[src/rtl/seq_multiplier.sv]
// Sequential shift-and-add multiplier: one partial product per clock, WIDTH x WIDTH -> 2*WIDTH,
// with per-operation unsigned / two's-complement mode and a start/busy/done handshake.
module seq_multiplier #(
    parameter int WIDTH = 8
) (
    input  logic               clk,
    input  logic               rst,
    input  logic               start,
    input  logic               signed_mode,
    input  logic [WIDTH-1:0]   a,
    input  logic [WIDTH-1:0]   b,
    output logic               busy,
    output logic               done,
    output logic [2*WIDTH-1:0] p
);
    localparam int CNT_W = $clog2(WIDTH);

    localparam logic [1:0] S_IDLE = 2'd0;
    localparam logic [1:0] S_CALC = 2'd1;
    localparam logic [1:0] S_DONE = 2'd2;

    // Handshake: start (with signed_mode/a/b) is accepted only on an edge where the block is
    // idle (busy=0); busy stays high from the accepting edge through the done cycle, done is a
    // single-cycle pulse and p is valid from that cycle until the next completion.
    logic [1:0]         state;
    logic [CNT_W-1:0]   cnt;
    logic [WIDTH-1:0]   mcand;
    logic [WIDTH-1:0]   mplier;
    logic [2*WIDTH-1:0] acc;
    logic               neg;

    logic [WIDTH-1:0]   a_mag;
    logic [WIDTH-1:0]   b_mag;
    logic [WIDTH:0]     sum;
    logic [2*WIDTH-1:0] acc_next;
    logic [2*WIDTH-1:0] result;
    logic               last;

    assign busy = (state != S_IDLE);
    assign done = (state == S_DONE);

    // Signed operands are reduced to magnitudes; -2^(WIDTH-1) maps to 2^(WIDTH-1), which fits.
    always_comb begin
        a_mag = a;
        b_mag = b;
        if (signed_mode && a[WIDTH-1]) a_mag = -a;
        if (signed_mode && b[WIDTH-1]) b_mag = -b;
    end

    always_comb begin
        sum      = {1'b0, acc[2*WIDTH-1:WIDTH]};
        if (mplier[0]) sum = {1'b0, acc[2*WIDTH-1:WIDTH]} + {1'b0, mcand};
        acc_next = {sum, acc[WIDTH-1:1]};
        result   = neg ? -acc_next : acc_next;
        last     = (cnt == CNT_W'(WIDTH - 1));
    end

    always_ff @(posedge clk) begin
        if (rst) begin
            state  <= S_IDLE;
            cnt    <= '0;
            mcand  <= '0;
            mplier <= '0;
            acc    <= '0;
            neg    <= 1'b0;
            p      <= '0;
        end else begin
            case (state)
                S_IDLE: begin
                    if (start) begin
                        mcand  <= a_mag;
                        mplier <= b_mag;
                        neg    <= signed_mode & (a[WIDTH-1] ^ b[WIDTH-1]);
                        acc    <= '0;
                        cnt    <= '0;
                        state  <= S_CALC;
                    end
                end
                S_CALC: begin
                    acc    <= acc_next;
                    mplier <= mplier >> 1;
                    cnt    <= cnt + CNT_W'(1);
                    if (last) begin
                        p     <= result;
                        state <= S_DONE;
                    end
                end
                S_DONE: begin
                    state <= S_IDLE;
                end
                default: begin
                    state <= S_IDLE;
                end
            endcase
        end
    end

endmodule
[config.mk]
export PLATFORM = sky130hd
export DESIGN_NAME = seq_multiplier
export DESIGN_NICKNAME = d
export VERILOG_FILES = /design/src/rtl/seq_multiplier.sv
export SDC_FILE = /design/constraint.sdc
export NUM_CORES = 1
export LEC_CHECK = 0
export ABC_CLOCK_PERIOD_IN_PS = 2600
export CAP_MARGIN = 20
export CELL_PAD_IN_SITES_DETAIL_PLACEMENT = 1
export CELL_PAD_IN_SITES_GLOBAL_PLACEMENT = 2
export CORE_MARGIN = 2
export CORE_UTILIZATION = 33
export DETAILED_ROUTE_END_ITERATION = 7
export GPL_ROUTABILITY_DRIVEN = 0
export MAX_ROUTING_LAYER = met4
export PLACE_DENSITY = 0.91
export SYNTH_ARGS = -nofsm -noshare
export SYNTH_HDL_FRONTEND = slang
export SYNTH_SLANG_ARGS = --single-unit
[constraint.sdc]
create_clock -name clk -period 2.6 [get_ports clk]
set_input_delay 0.26 -clock clk [delete_from_list [all_inputs] [get_ports clk]]
set_output_delay 0.26 -clock clk [all_outputs]
set_load 0.02 [all_outputs]
==> flow_summary.ini, run 1 <==
[critical_path]
crit_type = reg -> reg
r2r_cells = 9
path_cells = ha_2 > fa_2 > a21o_1 > a221oi_2 > xnor2_1 > a21oi_1 > nor4_2 > mux2i_1 > a221o_1
critPathLaunchType = flip-flop
required_ps = 2810
cp_slowest_cell = dfxtp_2
crit_path_end_kind = flip-flop
arrival_ps = 2740
cp_slowest_stage_delay_ps = 350
worstPathMaxFanout = 4

[detailed_routing]
vias_per_cell = 5.38
drt_iter0_markers = 97
drc = 0
wire_per_inst_um = 15.4
vias = 2759
ant_nets = 0
wl_um = 7910
drtPass1Iterations = 4

[place]
hpwl_um = 5980
place_ws_ps = -54.2
dpl_cell_area_sq_um = 3460
port_buffers = 37
dp_cells = 506

[cts]
worstSkewPairLatency_ps = 310
cts_setup_buffers = 0
cts-buffers-inserted = 5
clk_pin_slew_worst_paths_ps = 100
htree_levels = 2
root_buffer = clkbuf_8
cts_tree = built
cts_buffer_depth = 2
cts_sinks = 53

[timing]
clock.fmax_ghz = 0.395
rsz0062_at_grt = yes
maxSlewViolCount = 0
hold_viol = 0
fin_skew_ps = 7.34
fin_crit_sh_pct = 97.5
fin_crit_ps = 2530
setup_tns_ps = 0
setup_viol = 0
setup_slack_ps = 66.2
tightest_slew_ps = 855
slew-limit-headroom_pct = 42.8

[logic_synthesis]
synth-seq-cells = 53
synth-warning-count = 0
ys_seq_area_share_pct = 35.2
ys_top_cells_by_count = dfxtp_1 (53), nand2_1 (44), a21oi_1 (43)
synth-edff-count = 0
yosysMostFrequentCell = dfxtp_1
synth-async-reset-ratio_pct = 0
syn_inst = 374
synth.largest_area_cell = dfxtp_1
synth_nets = 408
syn-cell-area_sq_um = 3010
synth-main-ff-cell = dfxtp_1
synth_top_area_share_pct = 35.2
avgSynthCellArea_sq_um = 8.06
ys_top_cells_by_area = dfxtp_1 (35%), a21oi_1 (7.1%), nand2_1 (5.5%)
ys_types = 56

[die]
die_area_sq_um = 9910
core_area_sq_um = 8810
initial_utilization_pct = 34.2
pin_count = 38
std_cell_rows = 34
die_x_um = 99.6
dieHeight_um = 99.6

[min_path]
hold_path.class = in -> reg
whs_path_depth = 2

[power_and_ir_drop]
irDropWorstVdd_mv = 0.271
p_total_w = 0.00170
p_sw_share_pct = 27.7
power_density_nw_per_um2 = 472
p_switching_w = 0.000471
intPower_w = 0.00123
clkPwrFrac_pct = 33.5
seqPwrFrac_pct = 50.2
power.share.combinational_pct = 16.3
leakagePower_nw = 1.34

[cells_and_area]
diodes = 0
num-fill-cells = 1072
fin_area_sq_um = 3610
final_cell_count_no_fill = 513
layout-drive-gt1-share_pct = 8.40
area_growth_syn_to_layout_pct = 19.7
final_nets = 439

[grt]
grtUsageTotal_pct = 17.1
grt_antenna_before_repair = 0
grt-ovfl-total = 0
grt_max_degree = 44
grt_pass1_wl_um = 13600
grt_pass1_vias = 2844

[job]
cap_violations = 0

[run_status]
status = complete, no violations
## cells by family (layout without fill, tap and decap cells)
logic type / count (synthesis) / after routing / synth area share (%)
buffers and inverters: 32 / 63 / 5.40
multiplexers: 5 / 5 / 1.70
AND/OR/NAND/NOR: 139 / 139 / 21.4
flip-flops: 53 / 53 / 35.2
adder cells (fa/ha/maj): 14 / 14 / 6.06
AO/OA/AOI/OAI: 108 / 108 / 23.5
XOR/XNOR: 23 / 23 / 6.69
## power groups by stage
stage,sequential [W],combinational [W],clock (W)
floorplan,0.000866,0.000188,0
global placement,0.000872,0.000263,0
detailed placement,0.000874,0.000270,0
CTS,0.000855,0.000273,0.000587
global route,0.000859,0.000310,0.000623
finish,0.000855,0.000278,0.000571
## cell usage in the layout (no fill, tap or decap), drive strengths merged, types with 2 or more instances in the layout
master	instances
and2	3
xnor2	8
xor2	15
buf	10
clkbuf	5
ha	13
o211ai	3
nor3	10
nand2	45
o31ai	3
a211oi	11
a311oi	3
dfxtp	53
nand3	18
a221oi	4
a31oi	5
inv	11
nand4	2
or3	4
and3	2
nor4	3
nand3b	4
nor2	40
nor2b	3
o21ai	14
a22o	2
nand2b	2
a21oi	44
a22oi	7
clkdlybuf4s50	36
a21o	3
mux2i	4
## worst max-delay path, delay by kind of cell (launching register included)
| kind | cells | cell delay [ps] |
|---|---|---|
| compound gates | 4 | 880 |
| flops | 1 | 350 |
| simple gates | 1 | 330 |
| fa+ha+maj | 2 | 540 |
| mux | 1 | 120 |
| xor+xnor | 1 | 210 |
## path summary, 6_finish.rpt
| path | from | slack (ps) | endpoint |
|---|---|---|---|
| worst max-delay path | acc[8] | 70 | p[15] |
| worst min-delay path | rst | 250 | p[7] |
| worst max register to register | acc[8] | 70 | p[15] |
| worst min register to register | p[0] | 470 | p[0] |
## per-stage QoR
| step | hold slack (ps) | utilization [%] |
|---|---|---|
| after floorplan | 396 | - |
| after global placement | 440 | 39.2 |
| after detailed placement | 454 | 39.2 |
| after CTS | 248 | 40.5 |
| after global routing | 261 | 40.9 |
| final | 252 | 40.9 |
## flip-flops by register name (all words and copies together) (netlist names)
name and count:
p 16, acc 15, mcand 8, mplier 8, cnt 3, state 2, neg 1
## metal layers
layer / vias to the layer above / global-route usage, % / share of wire [%]
li1: 1399 / - / -
met1: 1311 / 21.6 / 46
met2: 43 / 29.4 / 49
met3: 6 / 2.11 / 3.3
met4: 0 / 3.48 / 0.80
met5: - / - / 0
## area by class of cell
type / instances / area (sq um) / area share (%)
clock buffer: 5 / 68.8 / 1.91
clock inverter: 2 / 38.8 / 1.08
inverter: 10 / 37.5 / 1.04
multi-input combinational: 289 / 1830 / 50.8
sequential: 53 / 1060 / 29.5
tap: 108 / 135 / 3.75
timing repair buffer: 46 / 433 / 12.0
## repair_timing
action / 4_1_cts / 5_1_grt
hold buffers: 0 / 0
gates resized for setup: 1 / 8
pin swaps: 0 / 5
cloned: 0 / 0
endpoints found under the setup margin: 1 / 5
No activity file was read; power rests on OpenSTA's default activity.
==> run 2: changes to the inputs <==
- CORE_MARGIN: 2 -> 10
==> run 2 against run 1 <==
Net effect:
- sequential cell count is the same
- cell count up 0.19%
- die area grew 35%
- power fell by 5.3%
- largest cell class unchanged
- routed wire length increased by 4.9%
- via count grew 1.7%
- utilization decreased by 0.057 points
- combinational power hardly changed
- critical path type unchanged
- fmax up 1.9%
- non-clock buffer count did not move
==> flow_summary.ini, run 2 (synthesis results as in run 1) <==
[critical_path]
path_cells = ha_2 > fa_2 > a21o_1 > a221oi_4 > xnor2_2 > a21oi_1 > nor4_2 > mux2i_1 > a221o_1
worstPathMaxFanout = 4
crit_type = reg -> reg
required_ps = 2810
cp_slowest_cell = dfxtp_2
critPathLaunch = acc[8]
critPathLaunchType = flip-flop
cp_slowest_stage_delay_ps = 350
arrival_ps = 2690
r2r_start = acc[8]
crit_path_end_kind = flip-flop

[die]
die_area_sq_um = 13400
die_x_um = 116
pin_count = 38
core_area_sq_um = 8810
dieHeight_um = 116
std_cell_rows = 34
initial_utilization_pct = 34.2

[cells_and_area]
diodes = 0
largest_reg_flops = 16
fin_util_pct = 40.9
regMostFlops = p
multi_input_area_sq_um = 1840
area_growth_syn_to_layout_pct = 19.5
num-fill-cells = 1083
final_common_cell = dfxtp_1
final_nets = 439
layout-drive-gt1-share_pct = 8.37
seq_area_sq_um = 1060
mostFrequentLayoutCells = dfxtp_1 (52), nand2_1 (44), a21oi_1 (42)
largest_registers = p: 16 flops, acc: 15 flops

[grt]
grtUsageTotal_pct = 12.9
grt_antenna_before_repair = 0
grt_max_degree = 40
grt-ovfl-total = 0
grt_pass1_vias = 2945
globalRouteMet2Util_pct = 22.5
met1_usage_pct = 15.2
grt_pass1_wl_um = 13900
grt.busiest_layer = met2
grt_use_met3_pct = 1.81

[run_status]
status = complete, no violations

[cts]
cts_setup_buffers = 0
cts_buffer_depth = 2
cts_tree = built
hold_buffers = 0
htree_levels = 2
worstSkewPairLatency_ps = 310
root_buffer = clkbuf_8
cts_sinks = 53
clk_pin_slew_worst_paths_ps = 100
cts-buffers-inserted = 5

[timing]
setup_slack_ps = 113
rsz0062_at_grt = yes
fin_crit_sh_pct = 95.6
fin_skew_ps = 4.26
tightest_slew_ps = 760
maxSlewViolCount = 0
clock.fmax_ghz = 0.402
setup_viol = 0
hold_viol = 0
fin_crit_ps = 2490
slew-limit-headroom_pct = 49.3

[detailed_routing]
drt_iter0_markers = 99
drc = 0
wire_per_inst_um = 16.1
drtPass1Iterations = 4
vias = 2806
ant_nets = 0
wl_um = 8300
vias_per_cell = 5.46

[power_and_ir_drop]
p_sw_share_pct = 29.4
p_switching_w = 0.000474
intPower_w = 0.00114
power_density_nw_per_um2 = 448
seqPwrFrac_pct = 53.0
p_total_w = 0.00161
irDropWorstVdd_mv = 0.237
power.share.combinational_pct = 17.4
leakagePower_nw = 1.33
clkPwrFrac_pct = 29.6

[min_path]
holdCritStartpoint = p[10]
hold_path.class = reg -> reg

[job]
cap_violations = 0

[place]
hpwl_um = 6280
port_buffers = 37
place_ws_ps = 10.5
run 2: cell type report:
class	count	area share, %
multi-input cells	289	51.1
well taps	108	3.75
flip-flops and latches	53	29.5
inverters	10	1.04
repair buffers	46	12.2
clock inverters	2	0.417
clock buffers	6	2.02
run 2: repair_timing:
item | in CTS | in global routing
pin swaps | 0 | 5
hold endpoints to repair | 0 | 0
gates resized for setup | 1 | 9
endpoints found under the setup margin | 1 | 5
run 2: final timing paths:
path                 to  cells past startpoint  slack, ps
setup / recovery  p[15]                      9        110
hold / removal    p[10]                      2        460
setup reg to reg  p[15]                      9        110
hold reg to reg   p[10]                      2        460
run 2: per-layer routing:
layer / up-vias / wire (um) / share of wire [%]
met5: - / 0 / 0
met4: 0 / 109 / 1.3
met3: 7 / 168 / 2.0
met2: 31 / 4260 / 51
met1: 1371 / 3760 / 45
li1: 1397 / - / -
run 2: per-stage QoR:
stage          instances  TNS (ps)  area, sq um  hold slack, ps
2_1_floorplan        374         0         3010             396
3_3_place_gp         506         0         3460             440
3_5_place_dp         506         0         3460             451
4_1_cts              514         0         3550             463
5_1_grt              514     -93.6         3600             488
6_report             514         0         3600             456
run 2: worst max-delay path: cells and delay by family (launching register included):
kind	cells	cell delay [ps]
xor gates and xnor gates	1	170
DFF	1	350
adders and majority gates	2	540
AOI/OAI and AO/OA	4	900
muxes	1	110
and+or+nand+nor	1	310
run 2: power by group through the flow:
| stage | logic [W] | registers, W | clock network (W) |
|---|---|---|---|
| 3_5_place_dp | 0.000274 | 0.000875 | 0 |
| 2_1_floorplan | 0.000188 | 0.000866 | 0 |
| 5_1_grt | 0.000313 | 0.000860 | 0.000515 |
| 3_3_place_gp | 0.000266 | 0.000872 | 0 |
| 4_1_cts | 0.000276 | 0.000856 | 0.000489 |
| 6_report | 0.000280 | 0.000856 | 0.000478 |
